==> src/rtl/mips_ctrl_pkg.sv <==
// mips_ctrl_pkg: shared state, opcode and select encodings for the multicycle MIPS control unit
// Optional macro OVERFLOW_TRAP_EN adds the EXCEPT state.
package mips_ctrl_pkg;
   typedef enum logic [3:0] {
      S_RESET, S_FETCH, S_DECODE, S_EXEC_R, S_R_WB, S_EXEC_I, S_I_WB,
      S_MEM_ADDR, S_MEM_READ, S_MEM_WB, S_MEM_WRITE, S_BRANCH, S_JUMP, S_HALT
`ifdef OVERFLOW_TRAP_EN
      , S_EXCEPT
`endif
   } state_t;
   localparam logic [5:0] OP_RTYPE = 6'h00;
   localparam logic [5:0] OP_LW    = 6'h23;
   localparam logic [5:0] OP_SW    = 6'h2b;
   localparam logic [5:0] OP_BEQ   = 6'h04;
   localparam logic [5:0] OP_BNE   = 6'h05;
   localparam logic [5:0] OP_J     = 6'h02;
   localparam logic [5:0] OP_ADDI  = 6'h08;
   localparam logic [5:0] OP_ADDIU = 6'h09;
   localparam logic [5:0] FN_BREAK = 6'h0d;
   localparam logic [5:0] FN_ADD   = 6'h20;
   localparam logic [5:0] FN_SUB   = 6'h22;
   localparam logic [2:0] ALUOP_ADD   = 3'b000;
   localparam logic [2:0] ALUOP_SUB   = 3'b001;
   localparam logic [2:0] ALUOP_FUNCT = 3'b010;
   localparam logic [1:0] SRCB_B      = 2'b00;
   localparam logic [1:0] SRCB_FOUR   = 2'b01;
   localparam logic [1:0] SRCB_IMM    = 2'b10;
   localparam logic [1:0] SRCB_IMM_SH = 2'b11;
   localparam logic [1:0] PCSRC_ALU    = 2'b00;
   localparam logic [1:0] PCSRC_ALUOUT = 2'b01;
   localparam logic [1:0] PCSRC_JUMP   = 2'b10;
   localparam logic [1:0] PCSRC_EXC    = 2'b11;
endpackage

==> src/rtl/mem_wait_timer.sv <==
// mem_wait_timer: 3-bit load/decrement wait counter, o_last high when the count reaches zero
// Ports: clk, i_rst_n (async active-low), i_load (load LOAD_VAL), o_last (count == 0)
module mem_wait_timer #(
   parameter logic [2:0] LOAD_VAL = 3'd1
) (
   input  logic clk,
   input  logic i_rst_n,
   input  logic i_load,
   output logic o_last
);
   logic [2:0] r_cnt;
   always_ff @(posedge clk or negedge i_rst_n)
      if (!i_rst_n) r_cnt <= 3'd0;
      else if (i_load) r_cnt <= LOAD_VAL;
      else if (r_cnt != 3'd0) r_cnt <= r_cnt - 3'd1;
   assign o_last = (r_cnt == 3'd0);
endmodule

==> src/rtl/multicycle_control.sv <==
// multicycle_control: main sequencing FSM of the multicycle MIPS datapath
// Inputs: clk, reset (async active-low), Opcode/Funct (IR fields), Zero, Overflow (ALU flags)
// Outputs: datapath enables/selects PCWrite..PCSource, EPCWrite, Halted
// Macro OVERFLOW_TRAP_EN: signed-overflow trap through the EXCEPT state.
module multicycle_control
   import mips_ctrl_pkg::*;
#(
   parameter int MEM_WAIT_CYCLES = 1
) (
   input  logic       clk,
   input  logic       reset,
   input  logic [5:0] Opcode,
   input  logic [5:0] Funct,
   input  logic       Zero,
   input  logic       Overflow,
   output logic       PCWrite,
   output logic       IorD,
   output logic       MemWrite,
   output logic       IRWrite,
   output logic       MDRWrite,
   output logic       RegDst,
   output logic       MemToReg,
   output logic       RegWrite,
   output logic       ALUSrcA,
   output logic [1:0] ALUSrcB,
   output logic [2:0] ALUOp,
   output logic [1:0] PCSource,
   output logic       EPCWrite,
   output logic       Halted
);
   state_t r_state, w_next, w_wb_next;
   logic w_last, w_load, w_trap;
   // the timer reloads only when a waiting state is entered, not while it repeats
   assign w_load = (w_next == S_FETCH || w_next == S_MEM_READ) && w_next != r_state;
   mem_wait_timer #(.LOAD_VAL(3'(MEM_WAIT_CYCLES))) u_timer (
      .clk(clk), .i_rst_n(reset), .i_load(w_load), .o_last(w_last)
   );
`ifdef OVERFLOW_TRAP_EN
   logic r_ovf;
   always_ff @(posedge clk or negedge reset)
      if (!reset) r_ovf <= 1'b0;
      else if (w_next == S_FETCH && r_state != S_FETCH) r_ovf <= 1'b0;
      else if (r_state == S_EXEC_R || r_state == S_EXEC_I) r_ovf <= Overflow;
   // only signed add/sub/addi trap; unsigned forms write back regardless
   assign w_trap = r_ovf && ((r_state == S_R_WB && (Funct == FN_ADD || Funct == FN_SUB)) ||
                             (r_state == S_I_WB && Opcode == OP_ADDI));
   assign w_wb_next = w_trap ? S_EXCEPT : S_FETCH;
`else
   logic w_unused;
   assign w_unused = Overflow;
   assign w_trap = 1'b0;
   assign w_wb_next = S_FETCH;
`endif
   always_ff @(posedge clk or negedge reset)
      if (!reset) r_state <= S_RESET;
      else r_state <= w_next;
   always_comb begin
      w_next = r_state;
      PCWrite = 1'b0; IorD = 1'b0; MemWrite = 1'b0; IRWrite = 1'b0; MDRWrite = 1'b0;
      RegDst = 1'b0; MemToReg = 1'b0; RegWrite = 1'b0; ALUSrcA = 1'b0; ALUSrcB = SRCB_B;
      ALUOp = ALUOP_ADD; PCSource = PCSRC_ALU; EPCWrite = 1'b0; Halted = 1'b0;
      case (r_state)
         S_RESET: w_next = S_FETCH;
         S_FETCH: begin
            ALUSrcB = SRCB_FOUR;
            IRWrite = w_last;
            PCWrite = w_last;
            w_next = w_last ? S_DECODE : S_FETCH;
         end
         S_DECODE: begin
            ALUSrcB = SRCB_IMM_SH;
            case (Opcode)
               OP_RTYPE:          w_next = (Funct == FN_BREAK) ? S_HALT : S_EXEC_R;
               OP_LW, OP_SW:      w_next = S_MEM_ADDR;
               OP_BEQ, OP_BNE:    w_next = S_BRANCH;
               OP_J:              w_next = S_JUMP;
               OP_ADDI, OP_ADDIU: w_next = S_EXEC_I;
               default:           w_next = S_HALT;
            endcase
         end
         S_EXEC_R: begin
            ALUSrcA = 1'b1;
            ALUOp = ALUOP_FUNCT;
            w_next = S_R_WB;
         end
         S_R_WB: begin
            RegDst = 1'b1;
            RegWrite = !w_trap;
            w_next = w_wb_next;
         end
         S_EXEC_I: begin
            ALUSrcA = 1'b1;
            ALUSrcB = SRCB_IMM;
            w_next = S_I_WB;
         end
         S_I_WB: begin
            RegWrite = !w_trap;
            w_next = w_wb_next;
         end
         S_MEM_ADDR: begin
            ALUSrcA = 1'b1;
            ALUSrcB = SRCB_IMM;
            w_next = (Opcode == OP_LW) ? S_MEM_READ : S_MEM_WRITE;
         end
         S_MEM_READ: begin
            IorD = 1'b1;
            MDRWrite = w_last;
            w_next = w_last ? S_MEM_WB : S_MEM_READ;
         end
         S_MEM_WB: begin
            MemToReg = 1'b1;
            RegWrite = 1'b1;
            w_next = S_FETCH;
         end
         S_MEM_WRITE: begin
            IorD = 1'b1;
            MemWrite = 1'b1;
            w_next = S_FETCH;
         end
         S_BRANCH: begin
            ALUSrcA = 1'b1;
            ALUOp = ALUOP_SUB;
            PCSource = PCSRC_ALUOUT;
            PCWrite = (Opcode == OP_BEQ) ? Zero : !Zero;
            w_next = S_FETCH;
         end
         S_JUMP: begin
            PCSource = PCSRC_JUMP;
            PCWrite = 1'b1;
            w_next = S_FETCH;
         end
         S_HALT: Halted = 1'b1;
`ifdef OVERFLOW_TRAP_EN
         S_EXCEPT: begin
            EPCWrite = 1'b1;
            PCSource = PCSRC_EXC;
            PCWrite = 1'b1;
            w_next = S_FETCH;
         end
`endif
         default: w_next = S_RESET;
      endcase
   end
endmodule
==> config.mk <==
export PLATFORM = sky130hd
export DESIGN_NAME = multicycle_control
export DESIGN_NICKNAME = d
export VERILOG_FILES = /design/src/rtl/mips_ctrl_pkg.sv /design/src/rtl/mem_wait_timer.sv /design/src/rtl/multicycle_control.sv
export SDC_FILE = /design/constraint.sdc
export NUM_CORES = 1
export LEC_CHECK = 0
export BUFFER_PORTS_ARGS = -buffer_cell sky130_fd_sc_hd__buf_2
export CAP_MARGIN = 30
export CORE_MARGIN = 1
export CORE_UTILIZATION = 50
export DETAILED_ROUTE_END_ITERATION = 10
export PLACE_DENSITY = 0.83
export SYNTH_ARGS = -nofsm -noshare
export SYNTH_HDL_FRONTEND = slang
export SYNTH_SLANG_ARGS = --single-unit
==> constraint.sdc <==
create_clock -name clk -period 3.8 [get_ports clk]
set_clock_uncertainty 0.1 [all_clocks]
set_input_delay 0.19 -clock clk [delete_from_list [all_inputs] [get_ports clk]]
set_output_delay 0.19 -clock clk [all_outputs]
set_load 0.01 [all_outputs]
==> results.yml, run 1 <==
layout:
  final_cell_mix: "30 x buf_2, 15 x nor2_1, 9 x a21oi_1, 7 x o21ai_0, 7 x dfrtp_1"
  final_common_cell: "buf_2"
  diodes: 0
  syn2layout_area_growth_pct: 19.9
  post-route-util_pct: 63.5
  fin_area_um2: 957
  drive_above_1_share_pct: 28.4
  fin_nets: 153
  fillCellCount: 140
timing:
  relSlewSlack_pct: 60.5
  fin_crit_ns: 2.20
  slew_viol_final: 0
  hold_slack_ns: 0.196
  setup_tns_ns: 0
  clock.fmax_mhz: 455
  setup_viol: 0
  hold_viol_final: 0
  grt_setup_unrepaired: "false"
  tightest_slew_ns: 0.593
  period_share_pct: 57.8
placed_design:
  placed_area_um2: 921
  globalplace.congestion: 0.880
  dpl.hpwl_um: 1400
  portBuffers: 30
critical_path:
  reg2regPathDepth: 7
  crit_type: "reg2out"
  cp_data_arrival_time_ns: 1.91
  start_kind: "flop"
  critPathMaxStageDelay_ns: 0.47
  end_kind: "output pin"
  cp_cell_sequence: "inv_1 > ha_1 > nor2b_1 > nand3_1 > o21ai_0 > a22o_1 > buf_2"
  cpMaxStageDelayCell: "nor2b_1"
  cp_max_fo: 8
  required_ns: 3.51
yosys:
  synth-xor-area-share_pct: 3.29
  synth_adder_area_share_pct: 3.13
  yosysSeqAreaShare_pct: 21.9
  synth.avg_cell_area_um2: 7.46
  ys_types: 45
  synth_edf_count: 0
  yosysWarnings: 0
  synth-seq-cells: 7
  synthCells: 107
  synth_simple_gate_area_share_pct: 30.4
  synth_area_um2: 798
  synthArstFlopShare_pct: 100
  synth_flop_cell: "dfrtp_1"
  synthMuxAreaShare_pct: 0
  synth_top_family_by_area: "compound AO/OA/AOI/OAI gates"
  synth-compound-area-share_pct: 32.0
floorplan:
  io_pins: 34
  row_count: 14
  die_y_um: 42.0
  die_area_um2: 1760
  start_util_pct: 53.0
  die_w_um: 42.0
  core_um2: 1510
global_route:
  antenna_found_initial: 0
  gr-usage-all-layers_pct: 23.3
  grt_pass1_wl_um: 3310
  grt-ovfl-total: 0
  grt_max_degree: 21
  grt_pass1_vias: 792
power:
  ir_drop_v: 0.000592
  leakage_nw: 0.453
  cellPowerDensity_nw_per_um2: 732
cts:
  root_buffer: "clkbuf_4"
  htree_levels: 1
  clk_latency_ns: 0.25
  max-clock-path-buffers: 2
  cts_tree: "yes"
  clk_pin_slew_ns: 0.05
  cts_sinks: 7
  post-cts-setup-buffers: 0
  numCtsBuffers: 3
  cts_resized: 0
worst_hold_path:
  worst_hold_path_type: "in2async"
route:
  first_pass_iters: 4
  via_count: 908
  wl_per_cell_um: 12.1
  drt_wl_total_um: 1820
  vias_per_cell: 6.05
  dr.first_iter.drc_count: 26
  drcViolationCount: 0
  ant_nets: 0
run:
  drv_cap: 0
status:
  status: "completed"
worst max-delay path, delay by kind of cell, from the launching register on:
kind            cells  cell delay (ns)
buf+inv             2             0.21
fa+ha+maj           1             0.18
compound gates      2             0.28
simple gates        2             0.61
flops               1             0.39
Yosys cell counts (2+ instances only):
cell      number  share of area (%)
a211o_1        2                2.2
a21boi_0       2                1.9
a21oi_1        9                5.6
buf_2          2                1.3
buf_4          2                1.9
clkbuf_1       3                1.4
dfrtp_1        7                 22
ha_1           2                3.1
inv_1          5                2.4
nand2_1        6                2.8
nand2b_1       3                2.4
nand3_1        4                2.5
nand4_1        2                1.6
nor2_1        15                7.1
nor2b_1        2                1.6
nor3_1         3                1.9
nor4_1         2                1.6
o21ai_0        7                4.4
o41ai_1        2                2.2
xor2_1         2                2.2
sequential cells by signal, summed over array words and instances (netlist names):
signal and flops:
u_timer.r_cnt 3, r_state 4
power by group:
| part | leakage (nW) | internal, W | total [W] | switching, W |
|---|---|---|---|---|
| clock network | 0.0150 | 0.0000399 | 0.0000652 | 0.0000253 |
| registers | 0.0876 | 0.000109 | 0.000201 | 0.0000922 |
| logic | 0.350 | 0.000197 | 0.000435 | 0.000238 |
area by class of cell:
cell class / instances / area, µm² / share of cell area, %
flip-flops and latches: 7 / 175 / 18.3
clock buffers: 4 / 26.3 / 2.75
repair buffers: 31 / 160 / 16.7
inverters: 5 / 18.8 / 1.96
multi-input cells: 87 / 557 / 58.2
well taps: 16 / 20.0 / 2.09
path summary, 6_finish.rpt:
check                                       from          endpoint  slack, ns
worst max-delay path            u_timer.r_cnt[0]           PCWrite       1.60
worst min-delay path                       reset  u_timer.r_cnt[2]       0.20
worst max register to register  u_timer.r_cnt[0]  u_timer.r_cnt[0]       1.65
worst min register to register  u_timer.r_cnt[1]  u_timer.r_cnt[1]       0.45
max in group asynchronous                  reset        r_state[0]       3.25
min in group clk                       Opcode[2]        r_state[1]       0.26
what timing repair did:
item / 4_1_cts / 5_1_grt
endpoints found under the setup margin: 0 / 0
hold buffers: 1 / 0
hold endpoints to repair: 7 / 0
routing by layer:
metal / vias up / track usage [%] / wire length (µm)
met5: - / 0 / 0
met4: 0 / 5.16 / 7
met3: 2 / 4.35 / 137
met2: 48 / 36.9 / 891
met1: 411 / 33.0 / 784
li1: 447 / - / -
per-stage QoR:
stage	cells	power [W]	worst slack (ns)
after floorplan	108	0.000529	1.97
after global placement	145	0.000610	1.75
after detailed placement	145	0.000630	1.67
after CTS	150	0.000699	1.59
after global routing	150	0.000777	1.38
final	150	0.000701	1.60
cell families after synthesis:
group | Yosys count
DFF | 7
other | 1
AOI/OAI and AO/OA | 36
adders and majority gates | 2
and+or+nand+nor | 44
xor gates and xnor gates | 3
buffers and inverters | 14
Note: power is estimated with default switching activity, not from simulation.
==> inputs of run 2 (changes only) <==
Settings changed: ABC_AREA from default to 1, CORE_UTILIZATION 50 to 42, PLACE_DENSITY 0.83 to 0.75.
Clock period 3.8 ns to 2 ns, I/O delays scaled along.
==> run 2 against run 1 <==
Against the previous run:
- worst hold slack got worse by 0.078 ns
- register-to-register slack got worse by 1.4 ns
- sequential cell count stayed put
- highest routed layer is now met3
==> results.yml, run 2 <==
layout:
  fin_nets: 184
  final_cell_mix: "30 x buf_2, 28 x nor2_1, 28 x nand2_1, 17 x inv_1, 11 x nand3_1"
  final_common_cell: "buf_2"
  syn2layout_area_growth_pct: 26.4
  drive_above_1_share_pct: 33.9
  regMostFlops: "r_state"
  area.sequential_um2: 175
  post-route-util_pct: 57.2
  diodes: 0
  largest_register_ffs: 4
  fillCellCount: 166
  multi_input_area_um2: 498
  reg_top3: "r_state (4), u_timer.r_cnt (3)"
  stdcell_count: 190
route:
  vias_per_cell: 4.56
  dr.first_iter.drc_count: 28
  first_pass_iters: 4
  via_count: 867
  ant_nets: 0
  wl_per_cell_um: 8.98
  drt_wl_total_um: 1710
  drcViolationCount: 0
cts:
  root_buffer: "clkbuf_4"
  numCtsBuffers: 3
  clk_latency_ns: 0.25
  htree_levels: 1
  max-clock-path-buffers: 2
  cts_sinks: 7
  cts_tree: "yes"
  clk_pin_slew_ns: 0.05
timing:
  setup_tns_ns: 0
  grt_setup_unrepaired: "false"
  period_share_pct: 93.4
  setup_viol: 0
  clock.fmax_mhz: 535
  hold_slack_ns: 0.118
  hold_viol_final: 0
  fin_crit_ns: 1.87
  slew_viol_final: 0
  timing.final.ws_setup_ns: 0.132
critical_path:
  critPathMaxStageDelay_ns: 0.34
  start_kind: "flop"
  cp_data_arrival_time_ns: 1.67
  cpMaxStageDelayCell: "dfrtp_1"
  crit_type: "reg2out"
  cp_max_fo: 6
  crit_path_frequent_cell: "inv_1"
  end_kind: "output pin"
  cp_cell_sequence: "inv_1 > ha_1 > nand2_1 > inv_1 > nand2_2 > inv_2 > a311o_1 > buf_2"
  required_ns: 1.80
power:
  leakage_nw: 0.582
  seqPwrFrac_pct: 45.4
  p_int_w: 0.000236
  cellPowerDensity_nw_per_um2: 316
  p_clk_share_pct: 41.4
  sw_frac_of_total_pct: 24.4
  ir_drop_v: 0.000333
  p_comb_share_pct: 13.1
  p_sw_w: 0.0000762
floorplan:
  io_pins: 34
  start_util_pct: 45.3
  die_w_um: 45.2
  die_area_um2: 2040
  core_um2: 1730
  die_y_um: 45.2
  row_count: 15
yosys:
  synthMuxAreaShare_pct: 0
  synth-xor-area-share_pct: 1.12
  synthCells: 131
  synth_top_family_by_area: "simple AND/OR/NAND/NOR gates"
  yosysSeqAreaShare_pct: 22.4
  synth_top_area_share_pct: 22.4
  synth_flop_cell: "dfrtp_1"
  synthArstFlopShare_pct: 100
  synth_edf_count: 0
  yosys.area.top_type: "dfrtp_1"
  yosysWarnings: 0
  synth-compound-area-share_pct: 6.88
  synth.avg_cell_area_um2: 5.97
  synth-seq-cells: 7
  synth_simple_gate_area_share_pct: 51.5
  synth_adder_area_share_pct: 3.20
  synth_area_um2: 782
  synth_common_cells: "28 x nand2_1, 28 x nor2_1, 17 x inv_1, 11 x nand3_1, 9 x inv_2"
  synthTopCellsByArea: "dfrtp_1 22%, nand2_1 13%, nor2_1 13%"
  ys_types: 23
placed_design:
  globalplace.congestion: 0.899
  dp.cells: 185
  place_ws_ns: 0.292
  dpl.hpwl_um: 1430
  portBuffers: 30
global_route:
  grt_pass1_vias: 700
  grt_max_degree: 9
  gr-usage-all-layers_pct: 18.4
  grt-ovfl-total: 0
  grt_pass1_wl_um: 2760
  antenna_found_initial: 0
run:
  drv_cap: 0
status:
  status: "completed"
worst_hold_path:
  worst_hold_path_type: "in2async"
run 2: cell types whose count changed after synthesis, moves of 4 or more:
cell / before / now
a21oi_1: 9 / 0
inv_1: 5 / 17
inv_2: 0 / 9
nand2_1: 6 / 28
nand3_1: 4 / 11
nor2_1: 15 / 28
nor2_2: 0 / 4
run 2: final cells by class:
| class | instances | area share [%] |
|---|---|---|
| clock buffer | 4 | 2.66 |
| sequential | 7 | 17.7 |
| timing repair buffer | 31 | 16.2 |
| inverter | 26 | 9.87 |
| tap | 25 | 3.16 |
| multi-input combinational | 97 | 50.4 |
run 2: per-layer routing:
metal  share of wire [%]  up-vias  global-route usage (%)
met5                   0        -                       0
li1                    -      463                       -
met3                 5.2        0                    4.80
met2                  50       33                    32.2
met4                   0        0                    3.64
met1                  45      371                    22.6
run 2: timing repair:
action | CTS | global route
setup buffers | 0 | 0
hold buffers | 1 | 0
gates resized for setup | 0 | 0
hold endpoints to repair | 7 | 0
run 2: through the flow:
stage                     instance area (µm²)  total power (W)
after CTS                                 988         0.000316
after detailed placement                  952         0.000184
after global placement                    952         0.000182
final                                     988         0.000312
after global routing                      988         0.000330
after floorplan                           786         0.000165
run 2: kinds of logic (layout without fill, tap and decap cells):
logic type      count (synthesis)  count (layout)
simple gates                   83              83
buf+inv                        28              61
compound gates                  9               9
flops                           7               7
fa+ha+maj                       2               2
other cells                     1               2
xor+xnor                        1               1
run 2: power by group through the flow:
stage / Combinational [W] / Clock, W / Sequential, W
after global placement: 0.0000379 / 0 / 0.000144
after floorplan: 0.0000204 / 0 / 0.000144
after CTS: 0.0000411 / 0.000133 / 0.000142
final: 0.0000410 / 0.000129 / 0.000142
after global routing: 0.0000475 / 0.000141 / 0.000142
after detailed placement: 0.0000395 / 0 / 0.000144
run 2: path summary, 6_finish.rpt:
| path | slack (ns) | startpoint | cells after the start | to |
|---|---|---|---|---|
| worst max-delay path | 0.13 | u_timer.r_cnt[0] | 8 | PCWrite |
| worst min-delay path | 0.12 | reset | 2 | r_state[1] |
| worst max register to register | 0.27 | u_timer.r_cnt[0] | 12 | u_timer.r_cnt[2] |
| worst min register to register | 0.45 | u_timer.r_cnt[0] | 2 | u_timer.r_cnt[0] |
| max in group asynchronous | 1.53 | reset | 2 | r_state[2] |
| min in group clk | 0.17 | Opcode[4] | 5 | r_state[1] |
run 2: worst max-delay path, delay by kind of cell, from the launching register on:
family          cells  cell delay [ns]
buf+inv             4             0.38
flops               1             0.34
compound gates      1             0.31
fa+ha+maj           1             0.19
simple gates        2             0.19
==> inputs of run 3 (changes only) <==
Settings changed: ABC_AREA 1 to default.
==> run 3 against run 2 <==
Against the previous run:
- total power grew to 4.6 times the previous value
- global-route usage is 3.0 points higher
- maximum frequency decreased by 1.9%
- worst hold slack got worse by 0.015 ns
- largest cell class unchanged
==> results.yml, run 3 (synthesis gave the netlist of run 1 again) <==
critical_path:
  start_kind: "flop"
  crit_type: "reg2out"
  required_ns: 1.80
  r2r_slack_ns: 0.16
  cp_max_fo: 14
  end_kind: "output pin"
  cp_data_arrival_time_ns: 1.70
timing:
  timing.final.ws_setup_ns: 0.0968
  clock.fmax_mhz: 525
  hold_slack_ns: 0.103
  fin_crit_ns: 1.90
  period_share_pct: 95.2
  hold_viol_final: 0
  setup_viol: 0
  slew_viol_final: 0
  grt_setup_unrepaired: "false"
  setup_tns_ns: 0
cts:
  clk_pin_slew_ns: 0.06
  clk_latency_ns: 0.26
  post-cts-setup-buffers: 0
  numCtsBuffers: 3
  max-clock-path-buffers: 2
  root_buffer: "clkbuf_4"
  cts_sinks: 7
  cts_tree: "yes"
  htree_levels: 1
power:
  p_int_w: 0.000738
  cellPowerDensity_nw_per_um2: 1410
  ir_drop_v: 0.000891
  seqPwrFrac_pct: 21.8
  leakage_nw: 0.486
  p_sw_w: 0.000699
  p_clk_share_pct: 9.1
  sw_frac_of_total_pct: 48.7
  p_comb_share_pct: 69.1
floorplan:
  row_count: 15
  die_w_um: 45.6
  core_um2: 1750
  die_area_um2: 2080
  die_y_um: 45.6
  io_pins: 34
  start_util_pct: 45.7
layout:
  fin_area_um2: 1020
  largest_register_ffs: 4
  fillCellCount: 171
  reg_top3: "r_state (4), u_timer.r_cnt (3)"
  final_cell_mix: "30 x buf_2, 15 x nor2_1, 9 x a21oi_1, 7 x o21ai_0, 7 x dfrtp_1"
  regMostFlops: "r_state"
  diodes: 0
  drive_above_1_share_pct: 32.1
  final_common_cell: "buf_2"
  syn2layout_area_growth_pct: 27.9
  fin_nets: 159
  post-route-util_pct: 58.5
global_route:
  grt_pass1_wl_um: 3240
  grt_pass1_vias: 795
  grt-ovfl-total: 0
  antenna_found_initial: 0
  grt_max_degree: 15
  gr-usage-all-layers_pct: 21.5
route:
  ant_nets: 0
  dr.first_iter.drc_count: 11
  first_pass_iters: 4
  vias_per_cell: 5.50
  wl_per_cell_um: 12.0
  drcViolationCount: 0
  drt_wl_total_um: 1980
  via_count: 907
run:
  drv_cap: 0
placed_design:
  placed_area_um2: 977
  globalplace.congestion: 0.840
  dpl.hpwl_um: 1560
  place_ws_ns: 0.0234
  portBuffers: 30
status:
  status: "completed"
worst_hold_path:
  worst_hold_path_type: "in2async"
## run 3: cell types whose count changed in the layout (fill, tap and decap cells not counted), sizes merged, moves of 2 or more
cell    delta
nand3      -9
inv       -21
nor2b      +2
xor2       +2
nor2      -20
nand2     -24
a211o      +2
a21boi     +3
nor4       +2
buf        +6
a21oi      +8
nor3       +3
o41ai      +2
nand2b     +4
## run 3: final timing paths
check | from | to | cells after the start
setup / recovery | r_state[2] | PCWrite | 6
hold / removal | reset | u_timer.r_cnt[1] | 2
hold reg to reg | u_timer.r_cnt[1] | u_timer.r_cnt[1] | 2
max in group asynchronous | reset | r_state[3] | 2
setup reg to reg | r_state[2] | u_timer.r_cnt[0] | 5
min in group clk | Opcode[2] | r_state[1] | 3
## run 3: power groups by stage
stage,logic [W],registers [W],clock network [W]
2_1_floorplan,0.000751,0.000254,0
3_3_place_gp,0.000944,0.000306,0
3_5_place_dp,0.000968,0.000309,0
4_1_cts,0.000982,0.000307,0.000135
5_1_grt,0.00111,0.000327,0.000141
6_report,0.000993,0.000313,0.000131
## run 3: final cells by class
type	count	area, µm²	share of cell area (%)
clock buffer	4	26.3	2.57
inverter	5	18.8	1.84
multi-input combinational	87	564	55.3
sequential	7	175	17.2
tap	25	31.3	3.06
timing repair buffer	37	205	20.1
## run 3: layer usage
metal,wire length [µm],global-route usage [%]
met1,917,26.1
met2,893,34.3
met3,118,4.37
met4,47,13.3
met5,0,0
## run 3: worst max-delay path, stage by stage (launching register included)
cell and delay, ns:
dfrtp_1 0.62, buf_4 0.23, nor2_1 0.07, nand3_1 0.09
o21ai_0 0.08, a22o_1 0.22, buf_2 0.13
## run 3: metrics by stage
stage               total power, W  std cells
CTS                        0.00142        165
global placement           0.00125        160
detailed placement         0.00128        160
floorplan                  0.00100        108
finish                     0.00144        165
global route               0.00158        165
## run 3: what timing repair did
item	CTS	global route
cloned	0	0
hold endpoints to repair	7	0
endpoints found under the setup margin	1	2
resized for setup	1	1
hold buffers	1	0
